<file path="src/rtl/gshare_predictor.sv">
// gshare_predictor: gshare/bimodal 2^IDX_W-entry counter table with init sweep, speculative GHR and mispredict recovery
module gshare_predictor #(
  parameter int IDX_W  = 8,
  parameter int CNT_W  = 2,
  parameter int HIST_W = 8,
  parameter int MODE   = 1
) (
  input  logic              clk,
  input  logic              rst_n,
  input  logic              lookup_valid,
  input  logic [IDX_W-1:0]  lookup_index,
  output logic              pred_valid,
  output logic              pred_taken,
  output logic [HIST_W-1:0] pred_hist,
  input  logic              upd_valid,
  input  logic [IDX_W-1:0]  upd_index,
  input  logic [HIST_W-1:0] upd_hist,
  input  logic              upd_taken,
  input  logic              upd_mispredict,
  output logic              ready,
  output logic [15:0]       mispred_count
);
  localparam int DEPTH = 1 << IDX_W;
  localparam logic [CNT_W-1:0] WEAK = CNT_W'((1 << (CNT_W - 1)) - 1);
  typedef enum logic {INIT = 1'b0, RUN = 1'b1} state_t;
  state_t r_state, w_next;
  logic [CNT_W-1:0]  r_tbl [DEPTH];
  logic [IDX_W-1:0]  r_ptr;
  logic [HIST_W-1:0] r_ghr, r_ph;
  logic [15:0]       r_mcnt;
  logic              r_pv, r_pt;
  logic [IDX_W-1:0]  w_lidx, w_uidx;
  logic [CNT_W-1:0]  w_cur, w_new;
  logic              w_run, w_pred;
  logic [HIST_W-1:0] w_spec, w_rest;
  function automatic logic [IDX_W-1:0] eff(input logic [IDX_W-1:0] idx, input logic [HIST_W-1:0] h);
    return (MODE != 0) ? idx ^ IDX_W'(h) : idx;
  endfunction
  always_ff @(posedge clk) begin
    if (!rst_n) r_state <= INIT;
    else r_state <= w_next;
  end
  always_comb begin
    w_next = (r_state == INIT && r_ptr == IDX_W'(DEPTH - 1)) ? RUN : r_state;
  end
  always_comb begin
    w_run = (r_state == RUN);
    ready = w_run;
  end
  assign w_lidx = eff(lookup_index, r_ghr);
  assign w_uidx = eff(upd_index, upd_hist);
  assign w_pred = r_tbl[w_lidx][CNT_W-1];
  assign w_cur  = r_tbl[w_uidx];
  assign w_new  = upd_taken ? ((&w_cur) ? w_cur : w_cur + CNT_W'(1))
                            : ((|w_cur) ? w_cur - CNT_W'(1) : w_cur);
  // Taking the low HIST_W bits of the concatenation keeps HIST_W=1 legal
  assign w_spec = HIST_W'({r_ghr, w_pred});
  assign w_rest = HIST_W'({upd_hist, upd_taken});
  always_ff @(posedge clk) begin
    if (!rst_n) begin
      r_ptr  <= '0;
      r_ghr  <= '0;
      r_mcnt <= '0;
      r_pv   <= 1'b0;
      r_pt   <= 1'b0;
      r_ph   <= '0;
    end else begin
      r_pv <= w_run && lookup_valid;
      if (!w_run) begin
        r_tbl[r_ptr] <= WEAK;
        r_ptr        <= r_ptr + IDX_W'(1);
      end else begin
        if (lookup_valid) begin
          r_pt <= w_pred;
          r_ph <= r_ghr;
        end
        if (upd_valid) r_tbl[w_uidx] <= w_new;
        if (upd_valid && upd_mispredict) begin
          r_ghr  <= w_rest;
          r_mcnt <= (&r_mcnt) ? r_mcnt : r_mcnt + 16'd1;
        end else if (lookup_valid) begin
          r_ghr <= w_spec;
        end
      end
    end
  end
  assign pred_valid    = r_pv;
  assign pred_taken    = r_pt;
  assign pred_hist     = r_ph;
  assign mispred_count = r_mcnt;
endmodule

</file>
<file path="config.mk">
export PLATFORM = sky130hd
export DESIGN_NAME = gshare_predictor
export DESIGN_NICKNAME = d
export VERILOG_FILES = /design/src/rtl/gshare_predictor.sv
export SDC_FILE = /design/constraint.sdc
export NUM_CORES = 1
export LEC_CHECK = 0
export CORE_ASPECT_RATIO = 0.75
export CORE_MARGIN = 3
export CORE_UTILIZATION = 25
export DETAILED_ROUTE_END_ITERATION = 8
export SYNTH_ARGS = -nofsm -noshare
export SYNTH_HDL_FRONTEND = slang
export SYNTH_SLANG_ARGS = --single-unit
</file>
<file path="constraint.sdc">
create_clock -name clk -period 35 [get_ports clk]
set_input_delay 5.25 -clock clk [delete_from_list [all_inputs] [get_ports clk]]
set_output_delay 5.25 -clock clk [all_outputs]
set_load 0.005 [all_outputs]
</file>
---- Word-level counts from Yosys, hierarchy flattened ----
Memory sizes are Yosys's and may differ from the RTL's.
Cells that the tools add are included.
storage, ports and cells
  RAM bits ................................ 512
  logic and storage cells ................. 43
  bits in registers ....................... 43
  input bits .............................. 30
  output and inout port bits .............. 27
  memories kept ........................... 1
cells by class
  reduce and logical (&&, ||, !) cells .... 11
  mux-type cells .......................... 15
  bitwise operators ....................... 4
  eq/ne operators ......................... 1
  $add $sub $neg .......................... 4
memory list
  memory  depth  bits a word  read ports  clocked after memory_dff  wr ports  line  RTL
  r_tbl   256    2            2           0                         1         27    logic [CNT_W-1:0] r_tbl [DEPTH];
operator list
  cell                   count
  $mux 8                 3
  $add 16x1->16 const B  1
  $reduce_and 16->1      1
  $xor 8x8->8            2
  $add 8x1->8 const B    1
  $eq 8x8->1 const B     1
  $mux 1                 8
  $mux 2                 4
  $reduce_and 2->1       3
  $reduce_or 2->1        2
  $logic_and 1x1->1      3
  $reduce_and 3->1       1
  $add 2x1->2 const B    1
  $not 1->1              2
  $reduce_bool 2->1      1
  $sub 2x1->2 const B    1

---- Longest topological paths before layout ----
Gate-level depths: netlist of run 1.
  depth in word-level cells ............... 6
  depth in mapped cells ................... 12

---- Worst setup path after synthesis of run 1 ----
No wires, ideal clock.
  path type ............................... input -> register
  start point ............................. in upd_hist[0]
  end point ............................... mem r_tbl[0][1], data pin
  path slack .............................. 19673 ps
  stages .................................. 9
  buffers on the path ..................... 1
  arrival time ............................ 13795 ps
  cell sequence ........................... xnor2_2 -> buf_2 -> nor2_1 -> a32oi_1 -> nand4_1 -> a311o_1 -> a32oi_2 -> nand3_1 -> o211ai_1
between the ends
  cells in the longest elaborated chain, start to end .. 6
  elaborated cells between the ends (all ways) .. 10
  those cells by class .................... add/sub (2); mux (4); bitwise (1); reduce/logical (2); memory (1)
ends and longest elaborated chain
  what                                       line    RTL
  start: declaration                         17      input logic [HIST_W-1:0] upd_hist,
  $xor 8x8->8 *                              37      return (MODE != 0) ? idx ^ IDX_W'(h) : idx;
  $mem_v2 256x2 *                            n/a
  $sub 2x1->2, or another cell as far along  55      : ((|w_cur) ? w_cur - CNT_W'(1) : w_cur);
  $mux 2, on equally long branches           55, 54
  $mux 2 *                                   54      assign w_new = upd_taken ? ((&w_cur) ? w_cur : w_cur + CNT_W'(1))
  $mux 2 (no line) *                         n/a
  end: declaration                           27
Every way passes the cells marked *; elsewhere a longest branch is shown, timed or not.

---- Worst setup path in the final report of run 1 ----
  start point ............................. in upd_hist[0]
  end point ............................... mem r_tbl[113][0], data pin
Same word-level chain as after synthesis.

==> results.tsv, run 1 <==
metric	value	unit
grt_pass1_wl	113	mm
crit_fanout	105	
diodes	0	
vias_per_cell	5.26	
hold_violations	0	
hold_path.class	flop to flop	
setup_viol	0	
startpoint	upd_hist[0]	
synth.avg_cell_area	15.0	um^2
netlist.top_cell.by_area	edfxtp_1	
relSlewSlack	0.114	
finalSetupTns	0	ns
synthCells	1684	
cts_buffers	52	
cts_resized	0	
hold_start	pred_hist[7]$_SDFFE_PN0P_	
avgRoutedWirePerCell	25.1	um
drive_gt1_frac	0.174	
die_h	281	um
start_util	0.254	
grt_use_total	0.146	
final_cells	3118	
syn-cell-area	25300	um^2
power-per-cell-area	48.0	nW/um^2
die_area	105000	um^2
synth.distinct_cells	60	
pre_cts_slack	22.74	ns
yosysWarnings	0	
worst_slack	23.32	ns
cap_violations	0	
grt_setup_unrepaired	no	
root_buffer	clkbuf_16	
hold_slack	0.467	ns
dpl.cell_count	3020	
nNetsFinal	1780	
hold_depth	2	
outcome	complete, no violations	
synth.top_cell.area_share	0.608	
ys_seq_area_frac	0.642	
drv_slew	0	
multi_input_area	8680	um^2
drc	0	
worstPathArrival	11.99	ns
core-area	99700	um^2
cp-start-kind	input pin	
finalCritPeriodShare	0.334	
ctsHtreeMaxLevel	2	
grt_pass1_vias	16400	
crit_type	input pin to flop	
drtIter0Drc	2383	
synthArstFlopShare	0	
cts.sink_count	555	
total_power	1.41	mW
placementRows	100	
antenna_found_initial	0	
cts_max_path_buffers	3	
synth_edf_count	512	
worstReg2RegStart	r_tbl[225][0]$_DFFE_PP_	
via_count	16400	
postRouteWirelength	78.2	mm
clkLatencyLatePin	0.61	ns
fin_skew	0.0270	ns
die_w	373	um
areaGrowthSynthToFinish	15.7	%
cts_setup_buffers	0	
regArea	16200	um^2
hpwl	50.4	mm
max_slew.worst_pin.slew	1.33	ns
ant_nets	0	
clk_pin_slew	0.07	ns
ir_drop	0.0329	mV
ys.flop_type	edfxtp_1	
io_buffer_count	56	
required	35.31	ns
reg2regPathDepth	9	
cts_tree	done	
grt-ovfl-total	0	
synth-seq-cells	555	
nFillCells	9814	
max_freq	0.0856	GHz
synth_fp_nets	1716	
period_minus_slack	11.68	ns
p_leak	9.92	nW
grt_max_degree	106	
critPathCaptureType	flop	
synth.area.top_cells	edfxtp_1, mux4_2, nor2_1, dfxtp_1, mux4_1	
drt_pre_antenna_iters	9	
holdBufCountCts	0	
gp_routability_congestion	0.909	
io_pins	57	
[critical path, cell delays in order]
cell,delay (ns)
clkdlybuf4s50_1,0.95
xor2_4,0.18
buf_4,0.56
buf_4,0.70
mux4_1,0.66
a32oi_1,0.21
o21ai_0,0.13
or4_1,0.67
nand4b_1,0.21
o211a_4,0.69
buf_4,0.88
buf_4,0.69
[flip-flops by register name, indices dropped and copies added (netlist names)]
register,count
pred_taken,1
r_ghr,8
r_tbl,512
pred_valid,1
r_ptr,8
mispred_count,16
pred_hist,8
ready,1
[final timing paths]
path	to	slack [ns]
worst max-delay path	r_tbl[113][0]$_DFFE_PP_	23.32
worst min-delay path	pred_hist[7]$_SDFFE_PN0P_	0.47
worst max register to register	r_tbl[113][0]$_DFFE_PP_	29.65
worst min register to register	pred_hist[7]$_SDFFE_PN0P_	0.47
[per-stage QoR]
step                 util  cell area (um^2)
finish              0.294             29300
global route        0.294             29300
CTS                 0.294             29300
detailed placement  0.276             27600
global placement    0.276             27600
floorplan               -             25300
[cell type report]
class	instances	share of cell area
sequential	555	0.555
multi-input combinational	1024	0.297
tap	1326	0.0567
clock buffer	59	0.0474
timing repair buffer	111	0.0331
clock inverter	39	0.0110
inverter	4	0.000513
[Yosys cell counts, drive strengths merged (13+ instances only)]
library cell	instances
nand3	36
nand4	18
edfxtp	512
dfxtp	43
nor2	306
and2	19
nand2	179
o21ai	19
buf	39
xor2	21
a21oi	26
mux4	173
clkbuf	62
a22oi	42
mux2i	29
a21boi	16
a32oi	13
xnor2	27
[cells by family after synthesis]
family          synth area share
fa+ha+maj               0.000989
xor+xnor                  0.0175
mux                        0.172
flops                      0.642
compound gates            0.0502
simple gates              0.0972
buf+inv                   0.0206
[cell usage in the layout (no fill, tap or decap), types with 18 or more instances in the layout]
cell,instances
nand2_1,179
mux4_1,26
mux4_2,147
edfxtp_1,512
and2_1,19
clkbuf_16,53
o21ai_0,19
xnor2_1,22
a22oi_1,42
a21oi_1,26
mux2i_1,29
nor2_1,302
nand3_1,36
buf_4,55
nand4_1,18
clkdlybuf4s50_1,55
dfxtp_1,43
[per-layer routing]
layer  global-route usage  routed length, um  vias to the layer above
met5                    0                  0                        -
met4               0.0480               2540                        0
met3               0.0643              11900                      177
met2                0.200              31500                     1146
met1                0.204              32300                     8354
li1                     -                  -                     6729
[where the power goes]
part / switching, mW / internal (mW)
Clock: 0.260 / 0.316
Combinational: 0.0763 / 0.0399
Sequential: 0.000677 / 0.713
Total: 0.337 / 1.07
No activity file was read; power rests on OpenSTA's default activity.
==> inputs of run 2 (changes only) <==
clock period = 11.7 ns   (was 35 ns; I/O delays follow)
==> run 2 against run 1 <==
  * Flip-flop and latch count is the same
  * Largest cell class unchanged
  * Cell count about the same
  * Highest routed layer unchanged
  * Count of clock-buffer cells in the layout increased by 5
  * Design area up 0.21%
  * Critical endpoint is now r_tbl[44][0]$_DFFE_PP_
  * Hold slack better by 0.0016 ns
  * Via count grew 1.3%
  * Wire length increased by 4.1%
  * Non-clock buffer count down 2
  * Combinational power grew to 3.0 times the previous value
==> results.tsv, run 2 (synthesized netlist as in run 1, its figures left out) <==
metric	value	unit	change
final_common_cell	edfxtp_1		
worstPathArrival	8.06	ns	-3.93 ns
ctsHtreeMaxLevel	2		unchanged
hold_violations	0		unchanged
hold_path.class	flop to flop		
via_count	16600		+1.3%
diodes	0		unchanged
worstReg2RegEnd	r_tbl[44][0]$_DFFE_PP_		
max_slew.worst_pin.slew	1.25	ns	-0.0763 ns
nNetsFinal	1779		-0.056%
cap_violations	0		unchanged
final_area	29300	um^2	+0.21%
cp-start-kind	input pin		
clkLatencyLatePin	0.62	ns	about the same
setup_viol	0		unchanged
crit_end	r_tbl[44][0]$_DFFE_PP_		
ant_nets	0		unchanged
drt_pre_antenna_iters	6		-3
finalCritPeriodShare	0.666		
start_util	0.254		unchanged
grt_max_degree	126		+19%
cts_setup_buffers	0		unchanged
required	11.96	ns	-23.35 ns
die_w	373	um	unchanged
ir_drop	0.120	mV	+270%
power-per-cell-area	146	nW/um^2	+200%
die_h	281	um	unchanged
drive_gt1_frac	0.171		-0.00325
p_leak	9.93	nW	+0.12%
finalSetupTns	0	ns	unchanged
gp_routability_congestion	0.937		+3.2%
grt-ovfl-total	0		unchanged
io_buffer_count	56		unchanged
grt_pass1_wl	117	mm	+2.9%
drc	0		unchanged
grt_use_total	0.151		+0.00532
cts_resized	0		unchanged
avgRoutedWirePerCell	26.1	um	+4.2%
hpwl	51.8	mm	+2.9%
max_freq	0.128	GHz	
startpoint	upd_index[0]		
crit_type	input pin to flop		
worstReg2RegStart	r_tbl[175][0]$_DFFE_PP_		
drv_slew	0		unchanged
layout_common_cells	edfxtp_1, nor2_1, nand2_1, mux4_2, clkdlybuf4s50_1		
vias_per_cell	5.33		+1.3%
cts.sink_count	555		unchanged
reg2regPathDepth	8		-1
grt_setup_unrepaired	no		
crit_fanout	116		+10%
placementRows	100		unchanged
outcome	complete, no violations		
cts_max_path_buffers	3		unchanged
fin_skew	0.0250	ns	-0.00196 ns
largest_reg_flops	512		unchanged
io_pins	57		unchanged
relSlewSlack	0.164		+0.0502
core-area	99700	um^2	unchanged
rrSetupSlack	6.80	ns	-22.85 ns
grt_pass1_vias	16400		+0.35%
fin_util	0.294		+0.000615
holdBufCountCts	0		unchanged
hold_start	pred_hist[7]$_SDFFE_PN0P_		
period_minus_slack	7.79	ns	
cts_tree	done		
die_area	105000	um^2	unchanged
areaGrowthSynthToFinish	16.0	%	
postRouteWirelength	81.5	mm	+4.1%
place_area	27500	um^2	about the same
regMostFlops	r_tbl		
clk_pin_slew	0.06	ns	about the same
critPathCaptureType	flop		
drtIter0Drc	2627		+10%
root_buffer	clkbuf_16		
cts_buffers	53		+1.9%
antenna_found_initial	0		unchanged
[run 2: worst min path at each step]
stage	cells past startpoint	end
after floorplan	2	pred_hist[0]$_SDFFE_PN0P_
after global placement	2	pred_hist[7]$_SDFFE_PN0P_
after detailed placement	2	pred_hist[3]$_SDFFE_PN0P_
after CTS	2	pred_hist[7]$_SDFFE_PN0P_
after global routing	2	pred_hist[7]$_SDFFE_PN0P_
final	2	pred_hist[7]$_SDFFE_PN0P_
[run 2: cell type report]
cell class	count	area (um^2)
sequential	555	16200
multi-input combinational	1024	8680
clock buffer	64	1370
timing repair buffer	109	958
tap	1326	1660
clock inverter	35	418
fill	9821	70400
inverter	4	15.0
[run 2: layer usage]
| metal | global-route usage | up-vias | part of all wire |
|---|---|---|---|
| li1 | - | 6716 | - |
| met1 | 0.214 | 8506 | 0.41 |
| met2 | 0.208 | 1234 | 0.40 |
| met3 | 0.0670 | 165 | 0.16 |
| met4 | 0.0415 | 0 | 0.029 |
| met5 | 0 | - | 0 |
[run 2: report_power, final]
group	internal (mW)	switching [mW]
logic	0.118	0.233
clock network	1.02	0.787
registers	2.13	0.00199
[run 2: stage by stage]
step / power (mW) / hold slack, ns / std cells / setup WS, ns
after global routing: 4.40 / 0.497 / 3117 / 3.71
after detailed placement: 2.52 / 0.464 / 3018 / 3.49
after CTS: 4.30 / 0.473 / 3117 / 4.15
after global placement: 2.52 / 0.452 / 3018 / 3.62
after floorplan: 2.38 / 0.460 / 1684 / 0.0107
final: 4.29 / 0.469 / 3117 / 3.91
[run 2: worst max-delay path, cell delays in order]
cell             delay [ns]
clkdlybuf4s50_1        0.89
xor2_4                 0.55
buf_4                  0.54
mux4_2                 0.59
a22oi_1                0.20
a21oi_1                0.14
nor3_1                 0.83
a32oi_2                0.28
nand3_1                0.21
o211a_4                0.93
buf_4                  0.93
==> inputs of run 3 (changes only) <==
clock period = 7.53 ns   (was 11.7 ns; I/O delays follow)
==> run 3 against run 2 <==
  * The flow now finishes with violations (capacitance limit)
  * Utilization down 0.16 points
  * Power up 49%
  * Non-clock buffer count down 4
  * Die area unchanged
  * Setup slack worse by 2.0 ns
  * Sequential power up 55%
==> results.tsv, run 3 (synthesized netlist as in run 1, its figures left out) <==
metric	value	unit	change
outcome	complete, but fails checks		
violations	capacitance limit		
cts.sink_count	555		unchanged
via_count	16700		+0.64%
final_common_cell	edfxtp_1		
cpPeakStageDelay	0.72	ns	-0.21 ns
start_util	0.254		unchanged
crit_family	buffers and inverters		
nNetsFinal	1773		-0.34%
ctsHtreeMaxLevel	2		unchanged
die_area	105000	um^2	unchanged
regMostFlops	r_tbl		
pre_cts_slack	1.41	ns	-2.08 ns
drc	0		unchanged
max_freq	0.177	GHz	
areaGrowthSynthToFinish	15.4	%	
cts_setup_buffers	0		unchanged
io_pins	57		unchanged
ir_drop	0.159	mV	+32%
gp_routability_congestion	0.938		about the same
holdBufCountCts	0		unchanged
required	7.87	ns	-4.09 ns
worst_slack	1.87	ns	-2.04 ns
critPathCaptureType	flop		
cp-start-kind	input pin		
final_cells	3103		-0.45%
drv_slew	0		unchanged
largest_reg_flops	512		unchanged
worstPathArrival	6.00	ns	-2.06 ns
cts_buffers	51		-3.8%
finalCritPeriodShare	0.752		
nFillCells	9825		+0.041%
antenna_found_initial	3		+3
die_h	281	um	unchanged
placementRows	100		unchanged
cap_violations	1		+1
postRouteWirelength	81.8	mm	+0.43%
cts_max_path_buffers	3		unchanged
grt_setup_unrepaired	no		
die_w	373	um	unchanged
grt-ovfl-total	0		unchanged
power-per-cell-area	219	nW/um^2	+50%
dpl.cell_count	3014		-0.13%
total_power	6.38	mW	+49%
regArea	16200	um^2	unchanged
grt_pass1_wl	117	mm	+0.28%
vias_per_cell	5.39		+1.1%
relSlewSlack	0.0114		-0.153
cts_resized	0		unchanged
multi_input_area	8690	um^2	+0.17%
hpwl	52.6	mm	+1.6%
core-area	99700	um^2	unchanged
grt_max_degree	225		+79%
crit_slowest_cell	clkdlybuf4s50_1		
p_leak	9.83	nW	-1.0%
crit_type	input pin to flop		
period_minus_slack	5.66	ns	
grt_pass1_vias	16300		-0.82%
crit_fanout	100		-14%
cts_tree	done		
grt_use_total	0.152		+0.000303
layout_common_cells	edfxtp_1, nor2_1, nand2_1, mux4_2, clkdlybuf4s50_1		
drive_gt1_frac	0.164		-0.00700
clk_pin_slew	0.07	ns	about the same
drt_pre_antenna_iters	6		unchanged
hold_violations	0		unchanged
avgRoutedWirePerCell	26.4	um	+0.89%
root_buffer	clkbuf_16		
clkLatencyLatePin	0.60	ns	-0.02 ns
io_buffer_count	56		unchanged
crit_buf_inv	4		+1
drtIter0Drc	2545		-3.1%
max_slew.worst_pin.slew	1.48	ns	+0.228 ns
setup_viol	0		unchanged
hold_path.class	flop to flop		
path_cells	clkdlybuf4s50_1 -> xnor2_4 -> buf_4 -> nor2_1 -> buf_4 -> a22oi_1 -> a21oi_1 -> nor3_1 -> a22oi_1 -> and2_1 -> o211a_4 -> buf_12		
fin_skew	0.0229	ns	-0.00217 ns
ant_nets	0		unchanged
==> run 3: cell types whose count changed in the layout (fill, tap and decap cells not counted), moves of 2 or more <==
| cell | before | now |
|---|---|---|
| clkinv_2 | 10 | 7 |
| clkinvlp_4 | 2 | 4 |
| clkbuf_1 | 11 | 15 |
| nand2_1 | 179 | 174 |
| buf_4 | 53 | 40 |
| clkinv_4 | 5 | 0 |
| clkinv_8 | 2 | 0 |
| bufinv_16 | 8 | 3 |
| nand2_2 | 0 | 5 |
| buf_12 | 0 | 9 |
| clkbuf_16 | 53 | 51 |
==> run 3: final timing paths <==
kind                            cells after the start  slack (ns)                   endpoint                 startpoint
worst max-delay path                               12        1.87     r_tbl[96][0]$_DFFE_PP_                upd_hist[2]
worst min-delay path                                2        0.48  pred_hist[2]$_SDFFE_PN0P_  pred_hist[2]$_SDFFE_PN0P_
worst max register to register                      4        3.36    r_tbl[214][0]$_DFFE_PP_         ready$_SDFFE_PN0P_
worst min register to register                      2        0.48  pred_hist[2]$_SDFFE_PN0P_  pred_hist[2]$_SDFFE_PN0P_
==> run 3: report_power, final <==
group	switching, mW	internal [mW]
Sequential	0.00274	3.32
Clock	1.15	1.35
Combinational	0.372	0.193
==> run 3: routing by layer <==
metal / GRT usage / share of wire / up-vias
met3: 0.0670 / 0.16 / 168
met1: 0.218 / 0.42 / 8592
li1: - / - / 6691
met2: 0.207 / 0.40 / 1277
met4: 0.0371 / 0.026 / 0
met5: 0 / 0 / -
==> run 3: final cells by class <==
| class | instances | area share |
|---|---|---|
| diodes | 1 | 0.0000858 |
| clock buffers | 66 | 0.0457 |
| clock inverters | 22 | 0.00669 |
| inverters | 4 | 0.000515 |
| multi-input cells | 1024 | 0.298 |
| flip-flops and latches | 555 | 0.556 |
| well taps | 1326 | 0.0569 |
| repair buffers | 105 | 0.0357 |
==> run 3: stage by stage <==
| stage | cell area, um^2 | utilization | setup TNS (ns) | hold slack (ns) |
|---|---|---|---|---|
| after floorplan | 25400 | - | -881.04 | 0.460 |
| after global placement | 27600 | 0.277 | 0 | 0.458 |
| after detailed placement | 27600 | 0.277 | 0 | 0.473 |
| after CTS | 29200 | 0.293 | 0 | 0.482 |
| after global routing | 29200 | 0.293 | 0 | 0.510 |
| final | 29200 | 0.293 | 0 | 0.477 |
==> run 3: worst min-delay path: cells and delay by family, from the launching register on <==
kind             cells  cell delay, ns
flip-flops           1            0.31
AO/OA/AOI/OAI        1            0.07
AND/OR/NAND/NOR      1            0.05
